`src/rtl/cond_pkg.sv`:
```
// Shared condition-code definitions for the ARM condition unit and its checker.
// Holds the 4-bit condition encodings and the bit positions inside the NZCV flags word.
package cond_pkg;

  typedef enum logic [3:0] {
    COND_EQ = 4'b0000,
    COND_NE = 4'b0001,
    COND_CS = 4'b0010,
    COND_CC = 4'b0011,
    COND_MI = 4'b0100,
    COND_PL = 4'b0101,
    COND_VS = 4'b0110,
    COND_VC = 4'b0111,
    COND_HI = 4'b1000,
    COND_LS = 4'b1001,
    COND_GE = 4'b1010,
    COND_LT = 4'b1011,
    COND_GT = 4'b1100,
    COND_LE = 4'b1101,
    COND_AL = 4'b1110,
    COND_NV = 4'b1111
  } cond_t;

  localparam int FLAG_N = 3;
  localparam int FLAG_Z = 2;
  localparam int FLAG_C = 1;
  localparam int FLAG_V = 0;

endpackage

```
`src/rtl/cond_check.sv`:
```
// Purely combinational ARM condition evaluator: condition field and NZCV flags in, pass out.
// Kept free of state so a pipelined core can reuse it unchanged.
module cond_check
  import cond_pkg::*;
(
  input  logic [3:0] cond,
  input  logic [3:0] flags,
  output logic       pass
);

  logic n, z, c, v;

  always_comb begin
    n = flags[FLAG_N];
    z = flags[FLAG_Z];
    c = flags[FLAG_C];
    v = flags[FLAG_V];
  end

  always_comb begin
    pass = 1'b1;
    case (cond_t'(cond))
      COND_EQ: pass = z;
      COND_NE: pass = !z;
      COND_CS: pass = c;
      COND_CC: pass = !c;
      COND_MI: pass = n;
      COND_PL: pass = !n;
      COND_VS: pass = v;
      COND_VC: pass = !v;
      COND_HI: pass = c & !z;
      COND_LS: pass = !c | z;
      COND_GE: pass = (n == v);
      COND_LT: pass = (n != v);
      COND_GT: pass = !z & (n == v);
      COND_LE: pass = z | (n != v);
      // AL and the 1111 encoding both execute unconditionally
      default: pass = 1'b1;
    endcase
  end

endmodule

```
`src/rtl/cond_unit.sv`:
```
// Condition unit: holds NZCV, latches the condition result on CondEval and gates all writes with it.
// Define CONDUNIT_PERF_EN to add the ExecCnt/SquashCnt executed/squashed instruction counters.
module cond_unit
  import cond_pkg::*;
#(
  parameter int CNT_W = 32
) (
  input  logic             clk,
  input  logic             reset,
  input  logic [3:0]       Cond,
  input  logic [3:0]       ALUFlags,
  input  logic             CondEval,
  input  logic [1:0]       FlagW,
  input  logic             PCS,
  input  logic             NextPC,
  input  logic             RegW,
  input  logic             MemW,
  output logic             PCWrite,
  output logic             RegWrite,
  output logic             MemWrite,
  output logic [3:0]       Flags,
  output logic             CondEx
`ifdef CONDUNIT_PERF_EN
  ,
  output logic [CNT_W-1:0] ExecCnt,
  output logic [CNT_W-1:0] SquashCnt
`endif
);

  logic [3:0] flags_q, flags_d;
  logic       cond_ex_q, cond_ex_d;
  logic       cond_pass;

  // Checked against the architectural flags, never the in-flight ALU flags
  cond_check u_cond_check (
    .cond  (Cond),
    .flags (flags_q),
    .pass  (cond_pass)
  );

  always_comb begin
    cond_ex_d = cond_ex_q;
    if (CondEval) begin
      cond_ex_d = cond_pass;
    end
  end

  // Flag halves are written independently, gated by the result already held
  always_comb begin
    flags_d = flags_q;
    if (FlagW[1] && cond_ex_q) begin
      flags_d[FLAG_N] = ALUFlags[FLAG_N];
      flags_d[FLAG_Z] = ALUFlags[FLAG_Z];
    end
    if (FlagW[0] && cond_ex_q) begin
      flags_d[FLAG_C] = ALUFlags[FLAG_C];
      flags_d[FLAG_V] = ALUFlags[FLAG_V];
    end
  end

  always_ff @(posedge clk or negedge reset) begin
    if (!reset) begin
      flags_q   <= 4'b0000;
      cond_ex_q <= 1'b0;
    end else begin
      flags_q   <= flags_d;
      cond_ex_q <= cond_ex_d;
    end
  end

  always_comb begin
    PCWrite  = NextPC | (PCS & cond_ex_q);
    RegWrite = RegW & cond_ex_q;
    MemWrite = MemW & cond_ex_q;
    Flags    = flags_q;
    CondEx   = cond_ex_q;
  end

`ifdef CONDUNIT_PERF_EN
  logic [CNT_W-1:0] exec_cnt_q, exec_cnt_d;
  logic [CNT_W-1:0] squash_cnt_q, squash_cnt_d;

  always_comb begin
    exec_cnt_d   = exec_cnt_q;
    squash_cnt_d = squash_cnt_q;
    if (CondEval) begin
      if (cond_pass) begin
        exec_cnt_d = exec_cnt_q + 1'b1;
      end else begin
        squash_cnt_d = squash_cnt_q + 1'b1;
      end
    end
  end

  always_ff @(posedge clk or negedge reset) begin
    if (!reset) begin
      exec_cnt_q   <= '0;
      squash_cnt_q <= '0;
    end else begin
      exec_cnt_q   <= exec_cnt_d;
      squash_cnt_q <= squash_cnt_d;
    end
  end

  always_comb begin
    ExecCnt   = exec_cnt_q;
    SquashCnt = squash_cnt_q;
  end
`endif

endmodule

```
`config.mk`:
```
export PLATFORM = sky130hd
export DESIGN_NAME = cond_unit
export DESIGN_NICKNAME = d
export VERILOG_FILES = /design/src/rtl/cond_pkg.sv /design/src/rtl/cond_check.sv /design/src/rtl/cond_unit.sv
export SDC_FILE = /design/constraint.sdc
export NUM_CORES = 1
export LEC_CHECK = 0
export CORE_AREA = 8 8 45 47
export CTS_BUF_LIST = sky130_fd_sc_hd__clkbuf_8
export CTS_CLUSTER_DIAMETER = 50
export CTS_CLUSTER_SIZE = 8
export DETAILED_ROUTE_END_ITERATION = 10
export DIE_AREA = 0 0 53 55
export PLACE_DENSITY = 0.68
export SYNTH_ARGS = -nofsm -noshare
export SYNTH_HDL_FRONTEND = slang
export SYNTH_SLANG_ARGS = --single-unit
export TNS_END_PERCENT = 50
```
`constraint.sdc`:
```
create_clock -name clk -period 1.9 [get_ports clk]
set_clock_uncertainty 0.15 [all_clocks]
set_input_delay 0.38 -clock clk [delete_from_list [all_inputs] [get_ports clk]]
set_output_delay 0.38 -clock clk [all_outputs]
set_load 0.02 [all_outputs]
```
; Word-level counts from Yosys, hierarchy flattened
; Cells that the tools add are included.
[op_classes]
n_addsub = 0
multipliers = 0
n_div = 0
magnitude_cmp = 0
n_eq_ne = 15
n_shift = 0
mux = 1
bitwise = 8
n_reduce_logical = 7
[op_table]
columns = operator, count
row1 = "4-bit equality test, second input constant", 6
row2 = "4-bit by 3-bit equality test with 1-bit output, second input constant", 4
row3 = 1-bit case mux with 14 select lines, 1
row4 = "4-bit by 2-bit equality test with 1-bit output, second input constant", 2
row5 = 1-bit AND, 5
row6 = "4-bit by 1-bit equality test with 1-bit output, second input constant", 1
row7 = 1-bit zero test, 4
row8 = 4-bit zero test, 1
row9 = 1-bit OR, 3
row10 = 1-bit logical AND, 2
row11 = 1-bit equality test, 1
row12 = 1-bit != test, 1
[word_totals]
ff_bits = 5
latch_bits = 0
mem_bits_rw = 0
rom_bits = 0
input_bits = 17
out_inout_bits = 8
word_cells = 34
mem_count = 0

; Depth between registers and ports, before layout
; Gate-level depths: netlist of run 1.
[logic_depth]
word_depth = 3
depth_mapped = 5
depth_no_buf = 4

; By module
; From an unflattened synthesis of run 1, not the netlist that was laid out.
[unflattened]
cells_unflattened = 38
area_unflattened_um2 = 377.9
[by_module_without_submodules]
columns = module, n_inst, cells_per_inst, area_each_um2, seq_area_each_um2
row1 = cond_unit, 1, 15, 212.7, 125.1
row2 = cond_check, 1, 23, 165.2, 0.0

; Worst setup path before layout of run 1
; Ideal clock, no wire load.
[synth_path]
kind = reg-to-reg
from = register flags_q[3] (netlist: Flags[3])
to = register cond_ex_q (netlist: CondEx)
setup_ps = 126
t_arrival_ps = 1334
required_ps = 1624
setup_slack_ps = 290
stages_incl_launch_ff = 5
path_cell_list = dfrtp_1 xnor2_2 mux2i_1 o31a_1 o32a_1
[synth_between]
elab_chain_cells = 3
elab_cells_between_ends = 6
[synth_lines]
columns = element, line
row1 = "start, declared", cond_unit.sv:30  ; logic [3:0] flags_q, flags_d;
row2 = "start signal, assigned", cond_unit.sv:66  ; flags_q <= flags_d;
row3 = 1-bit != test / 1-bit equality test (equally long branches), n/a
row4 = 1-bit OR / 1-bit AND (equally long branches), "cond_check.sv:36, cond_check.sv:35"
row5 = 1-bit case mux with 14 select lines (*), cond_check.sv:22  ; case (cond_t'(cond))
row6 = "end signal, assigned", cond_unit.sv:67  ; cond_ex_q <= cond_ex_d;
row7 = "end, declared", cond_unit.sv:31  ; logic cond_ex_q, cond_ex_d;
; Every way passes the cells marked *; elsewhere a longest branch is shown, timed or not.
; A chain may end at the register's enable or synchronous reset.

; Final worst setup path of run 1
[layout_path]
from = input port Cond[0]
to = register cond_ex_q (netlist: CondEx)
[layout_between]
elab_chain_cells = 2
elab_cells_between_ends = 15
[layout_lines]
columns = element, line
row1 = "start, declared", cond_unit.sv:10  ; input logic [3:0] Cond,
row2 = 4-bit equality test (tied with other cells), cond_check.sv:22
row3 = 1-bit case mux with 14 select lines (*), cond_check.sv:22
; Marks and branches as above.

==> results of run 1 <==
[cells by family after synthesis]
logic type      synth area share, %
buf+inv                        7.06
compound gates                 16.3
mux                            16.0
flops                          30.7
xor+xnor                       10.4
simple gates                   19.6
[path summary, 6_finish.rpt]
path | startpoint | endpoint | slack, ns | depth (start not counted)
worst min register to register | Flags[1] | Flags[1] | 0.45 | 1
worst min-delay path | reset | Flags[1] | 0.22 | 1
max in group asynchronous | reset | Flags[0] | 1.19 | 1
min in group clk | Flags[1] | Flags[1] | 0.45 | 1
worst max-delay path | Cond[0] | CondEx | 0.08 | 5
worst max register to register | Flags[3] | CondEx | 0.28 | 4
[power by group through the flow]
stage	clock (mW)	sequential, mW	combinational, mW
5_1_grt	0.203	0.188	0.324
3_5_place_dp	0	0.183	0.314
3_3_place_gp	0	0.181	0.312
2_1_floorplan	0	0.210	0.142
4_1_cts	0.194	0.181	0.309
6_report	0.188	0.179	0.304
[cell usage in the layout (no fill, tap or decap), drive strengths merged]
cell | netlist | final
clkdlybuf4s50 | 0 | 20
dfrtp | 5 | 5
buf | 3 | 5
mux2 | 4 | 4
and2 | 3 | 3
nand2 | 3 | 3
inv | 2 | 3
clkbuf | 0 | 3
dlygate4sd2 | 0 | 3
xnor2 | 3 | 3
nand2b | 2 | 2
mux2i | 2 | 2
a21o | 1 | 1
a21boi | 1 | 1
and3b | 1 | 1
a22oi | 1 | 1
nor2 | 1 | 1
xor2 | 1 | 1
o221ai | 1 | 1
nor3 | 1 | 1
nor3b | 1 | 1
nand3 | 1 | 1
nand3b | 1 | 1
o31a | 1 | 1
a221oi | 1 | 1
o21a | 1 | 1
o32a | 1 | 1
dlymetal6s2s | 0 | 1
[metal layers]
| layer | wire length, um | up-vias |
|---|---|---|
| li1 | - | 211 |
| met1 | 409 | 188 |
| met2 | 611 | 13 |
| met3 | 89 | 2 |
| met4 | 19 | 0 |
| met5 | 0 | - |
[layout make-up]
cell class | count | area, um^2 | area share (%)
Clock buffer | 3 | 41.3 | 5.67
Clock inverter | 1 | 3.75 | 0.515
Inverter | 2 | 7.51 | 1.03
Multi-Input combinational cell | 32 | 254 | 34.9
Sequential cell | 5 | 125 | 17.2
Tap cell | 16 | 20.0 | 2.75
Timing Repair Buffer | 29 | 277 | 38.0
[sequential cells by signal, summed over array words and instances, names as in the netlist]
register,flops
CondEx,1
Flags,4
[metrics by stage]
| step | worst slack, ns | cell area, um^2 | cells |
|---|---|---|---|
| after floorplan | 0.290 | 408 | 42 |
| after global placement | -0.182 | 684 | 84 |
| after detailed placement | -0.180 | 684 | 84 |
| after CTS | 0.0456 | 726 | 88 |
| after global routing | 0.00839 | 728 | 88 |
| final | 0.0768 | 728 | 88 |
[critical path: cells and delay by family]
family | cells | cell delay [ns]
buf+inv | 1 | 0.57
compound gates | 2 | 0.62
simple gates | 1 | 0.06
xor+xnor | 1 | 0.14
[what timing repair did]
item                       4_1_cts  5_1_grt
hold endpoints to repair         0        0
pin swaps                        0        0
setup endpoints to repair        3        1
gates resized for setup          3        1
==> out/results.tsv, run 1 <==
metric	value	unit
Layout area overhead	78.5	%
Longest Clk Path Bufs	2	
most numerous cell in the Yosys netlist	dfrtp_1	
Worst EP arrival	1.77	ns
pwr/cell area	922	nW/um^2
Tmin final	1.82	ns
GRT overflow	0	
synth top area cells	dfrtp_1, mux2_2, mux2i_1, and2_1, xnor2_1	
Fillers	130	
Worst-path clk slew	0.03	ns
global-route wire length before repair	1660	um
Tot GR Track Use	7.79	%
worst hold margin	0.225	ns
largest net degree at the start of global routing	8	
WS Path Type	input port to register	
Max Fanout on Critical Path	5	
P_leak	0.324	nW
max_slew headroom	83.7	%
Yosys warning count	0	
Worst setup EP type	register	
CTS buffer count	3	
Placeable Area	1380	um^2
hold_buf cts	0	
Final Hold Fails	0	
area of the die	2920	um^2
top-area cell type share of the netlist area	30.7	%
mapped cell area	408	um^2
Placer Congestion	0.738	
most common flop cell mapped by yosys	dfrtp_1	
port bufs	24	
FP Rows	14	
Die W	53	um
vias per cell	4.70	
Mapped Cells	42	
sequential share of power	26.7	%
Fmax	548	MHz
first-pass iteration count of the detailed router	2	
worst-skew pair later-pin latency	0.22	ns
grt met3 use	2.94	%
maxcap violations	0	
RSZ-0062 raised after global routing	no	
clock power share	28.0	%
Sw Ratio	32.8	%
met1 GRT Util	6.62	%
Cell Chain, Critical Path	clkdlybuf4s50_1 -> xnor2_1 -> nor3_1 -> o31a_1 -> o32a_1	
largest area contributor in the netlist	dfrtp_1	
met2 Use GR	14.3	%
Max VDD drop	0.000509	V
CP max stage delay	0.57	ns
wire per inst	12.8	um
Via Count	414	
Top-Level Pins	25	
fin util	52.6	%
antenna cell count	0	
slowest CP cell	clkdlybuf4s50_1	
WP data required	1.85	ns
Synth top cells by count	dfrtp_1, mux2_2, and2_1, nand2_1	
crit path launch type	input port	
TritonCTS clock tree	built	
Setup violations, final	0	
# H-tree levels	1	
Internal	0.451	mW
gr busiest metal	met2	
Slew Viols, Final	0	
Yosys cell types	26	
DRT iter0 DRCs	1	
Hold Crit Class	input port to asynchronous set/reset pin	
# nets final	90	
EDFF count, synth	0	
clock sinks	5	
setup TNS	0	ns
synthesized area per cell	9.71	um^2
CTS root buf	clkbuf_8	
HPWL after DPL	980	um
Seq/Total Area, Yosys	30.7	%
Pwr Total	0.671	mW
Combinational Power Share	45.3	%
async set-reset flop share out of synthesis	100	%
layout cells sized above 1	18.1	%
initial antenna violation count	0	
Die Height	55	um
Yosys reg bits	5	
total wire length	1130	um
Syn Nets	59	
final antenna-violating net count	0	
Starting Density	29.5	%
NetSw	0.220	mW
final worst path period share	96.0	%
drt drc	0	
Setup Buffers After CTS	0	
status	finished clean	
vias in the first global route	420	
Least-Margin Pin Slew	0.242	ns
Note: power is estimated with default switching activity, not from simulation.
==> run 2, diff against run 1 <==
--- a/config.mk
+++ b/config.mk
@@ -7,11 +7,11 @@
 export LEC_CHECK = 0
 export CORE_AREA = 8 8 45 47
 export CTS_BUF_LIST = sky130_fd_sc_hd__clkbuf_8
-export CTS_CLUSTER_DIAMETER = 50
+export CTS_CLUSTER_DIAMETER = 200
 export CTS_CLUSTER_SIZE = 8
 export DETAILED_ROUTE_END_ITERATION = 10
 export DIE_AREA = 0 0 53 55
-export PLACE_DENSITY = 0.68
+export PLACE_DENSITY = 0.71
 export SYNTH_ARGS = -nofsm -noshare
 export SYNTH_HDL_FRONTEND = slang
 export SYNTH_SLANG_ARGS = --single-unit
==> constraint.sdc (replaced) <==
create_clock -name clk -period 1.5 [get_ports clk]
set_clock_uncertainty 0.15 [all_clocks]
set_input_delay 0.3 -clock clk [delete_from_list [all_inputs] [get_ports clk]]
set_output_delay 0.3 -clock clk [all_outputs]
set_load 0.02 [all_outputs]
==> out/results.tsv, run 2 (synthesis results as in run 1) <==
metric	value	unit	change
CTS buffer count	3		unchanged
global-route wire length before repair	1850	um	was 1660 um
Worst setup EP type	register		unchanged
max_slew headroom	85.0	%	was 83.7%
Via Count	419		was 414
wire per inst	12.3	um	was 12.8 um
largest net degree at the start of global routing	8		unchanged
RSZ-0062 raised after global routing	yes		was no
maxcap violations	0		unchanged
sequential share of power	27.4	%	was 26.7%
pwr/cell area	1160	nW/um^2	was 922 nW/um^2
setup slack, reg-to-reg	-0.05	ns	was 0.28 ns
vias per cell	4.66		was 4.70
Fmax	646	MHz	
TritonCTS clock tree	built		unchanged
first-pass iteration count of the detailed router	2		unchanged
WP data required	1.45	ns	was 1.85 ns
hold_buf cts	0		unchanged
vias in the first global route	452		was 420
total wire length	1110	um	was 1130 um
max FFs per register	4		unchanged
Worst-path clk slew	0.04	ns	was 0.03 ns
placed standard-cell area	704	um^2	was 684 um^2
setup ws final	-0.0482	ns	was 0.0768 ns
Least-Margin Pin Slew	0.223	ns	was 0.242 ns
Fillers	139		was 130
Slew Viols, Final	0		unchanged
clock power share	28.7	%	was 28.0%
Hold Crit Class	input port to asynchronous set/reset pin		unchanged
Sw Ratio	33.9	%	was 32.8%
Setup violations, final	1		was 0
Die W	53	um	unchanged
HPWL after DPL	954	um	was 980 um
Die Height	55	um	unchanged
GRT overflow	0		unchanged
Final Hold Fails	0		unchanged
Top-Level Pins	25		unchanged
NetSw	0.286	mW	was 0.220 mW
clock sinks	5		unchanged
status	complete, but fails checks		was finished clean
Tot GR Track Use	8.34	%	was 7.79%
worst-skew pair later-pin latency	0.22	ns	about the same
violated checks	setup timing		
antenna cell count	0		unchanged
Cell Count Post-Placement	86		was 84
port bufs	24		unchanged
initial antenna violation count	0		unchanged
Crit. Startpoint	Flags[3]		was Cond[0]
# nets final	92		was 90
crit path launch type	register		was input port
Longest Clk Path Bufs	2		unchanged
Max Fanout on Critical Path	4		was 5
# H-tree levels	1		unchanged
area of the die	2920	um^2	unchanged
Combinational Power Share	43.9	%	was 45.3%
DRT iter0 DRCs	2		was 1
final antenna-violating net count	0		unchanged
drt drc	0		unchanged
final worst path period share	103	%	
fin cells	90		was 88
WS Path Type	register to register		was input port to register
Max VDD drop	0.000553	V	was 0.000509 V
FP Rows	14		unchanged
commonest cells after routing, fill and taps aside	clkdlybuf4s50_1, dlygate4sd2_1, buf_4, dfrtp_2, mux2_2		was clkdlybuf4s50_1, dfrtp_1, buf_4, mux2_2
Pwr Total	0.844	mW	was 0.671 mW
CTS root buf	clkbuf_8		unchanged
Worst EP arrival	1.50	ns	was 1.77 ns
Placer Congestion	0.765		was 0.738
Starting Density	29.5	%	unchanged
layout cells sized above 1	29.7	%	was 18.1%
Placeable Area	1380	um^2	unchanged
Non-Filler Cell Area, Final	726	um^2	was 728 um^2
P_leak	0.329	nW	was 0.324 nW
commonest non-fill, non-tap cell in the layout	clkdlybuf4s50_1		unchanged
Layout area overhead	77.9	%	was 78.5%
Internal	0.558	mW	was 0.451 mW
origin of the critical flop-to-flop path	Flags[3]		unchanged
Tmin final	1.55	ns	
run 2: changes by cell type in the layout (fill, tap and decap cells not counted), sizes merged:
cell and change:
dlygate4sd2 +6, buf +5, clkdlybuf4s50 -8, dlymetal6s2s -1
run 2: cell type report:
type                    instances  area, um^2  area share, %
inverters                       2        7.51           1.03
flip-flops and latches          5         130           17.9
well taps                      16        20.0           2.76
multi-input cells              32         254           35.0
clock inverters                 1        3.75          0.517
clock buffers                   3        41.3           5.69
repair buffers                 31         269           37.1
run 2: worst max-delay path, cell delays in order, from the launching register on:
cell and delay (ns):
dfrtp_2 0.42, xnor2_2 0.24, mux2i_1 0.11, o31a_1 0.24, o32a_1 0.27
run 2: power groups by stage:
stage	registers [mW]	logic, mW	clock network (mW)
2_1_floorplan	0.273	0.181	0
3_3_place_gp	0.236	0.408	0
3_5_place_dp	0.236	0.413	0
4_1_cts	0.233	0.374	0.250
5_1_grt	0.240	0.398	0.259
6_report	0.231	0.370	0.242
run 2: path summary, 6_finish.rpt:
| path | endpoint | cells after the start |
|---|---|---|
| min in group clk | Flags[1] | 1 |
| min | CondEx | 1 |
| max reg2reg | CondEx | 4 |
| min reg2reg | Flags[1] | 1 |
| max in group asynchronous | Flags[1] | 1 |
| max | CondEx | 4 |
run 2: stage by stage:
stage          setup TNS [ns]  worst slack (ns)  hold WS [ns]  util, %
2_1_floorplan         -0.0317           -0.0317        -0.146        -
3_3_place_gp            -1.72            -0.499         0.388     50.9
3_5_place_dp            -1.75            -0.501         0.389     50.9
5_1_grt                -0.114            -0.114         0.168     52.4
6_report              -0.0482           -0.0482         0.147     52.4
4_1_cts               -0.0524           -0.0524         0.152     52.3
run 2: what timing repair did:
action                     in CTS  in global routing
pin swaps                       4                  0
setup endpoints to repair       9                  2
hold endpoints to repair        0                  0
buffers inserted                0                  0
gates resized for setup        22                  1
run 2: per-layer routing:
metal  vias to the layer above  share of wire (%)  GRT usage, %
li1                        212                  -             -
met1                       193                 41          8.92
met2                        14                 52          14.3
met3                         0                7.1          3.21
met4                         0                  0          3.88
met5                         -                  0             0
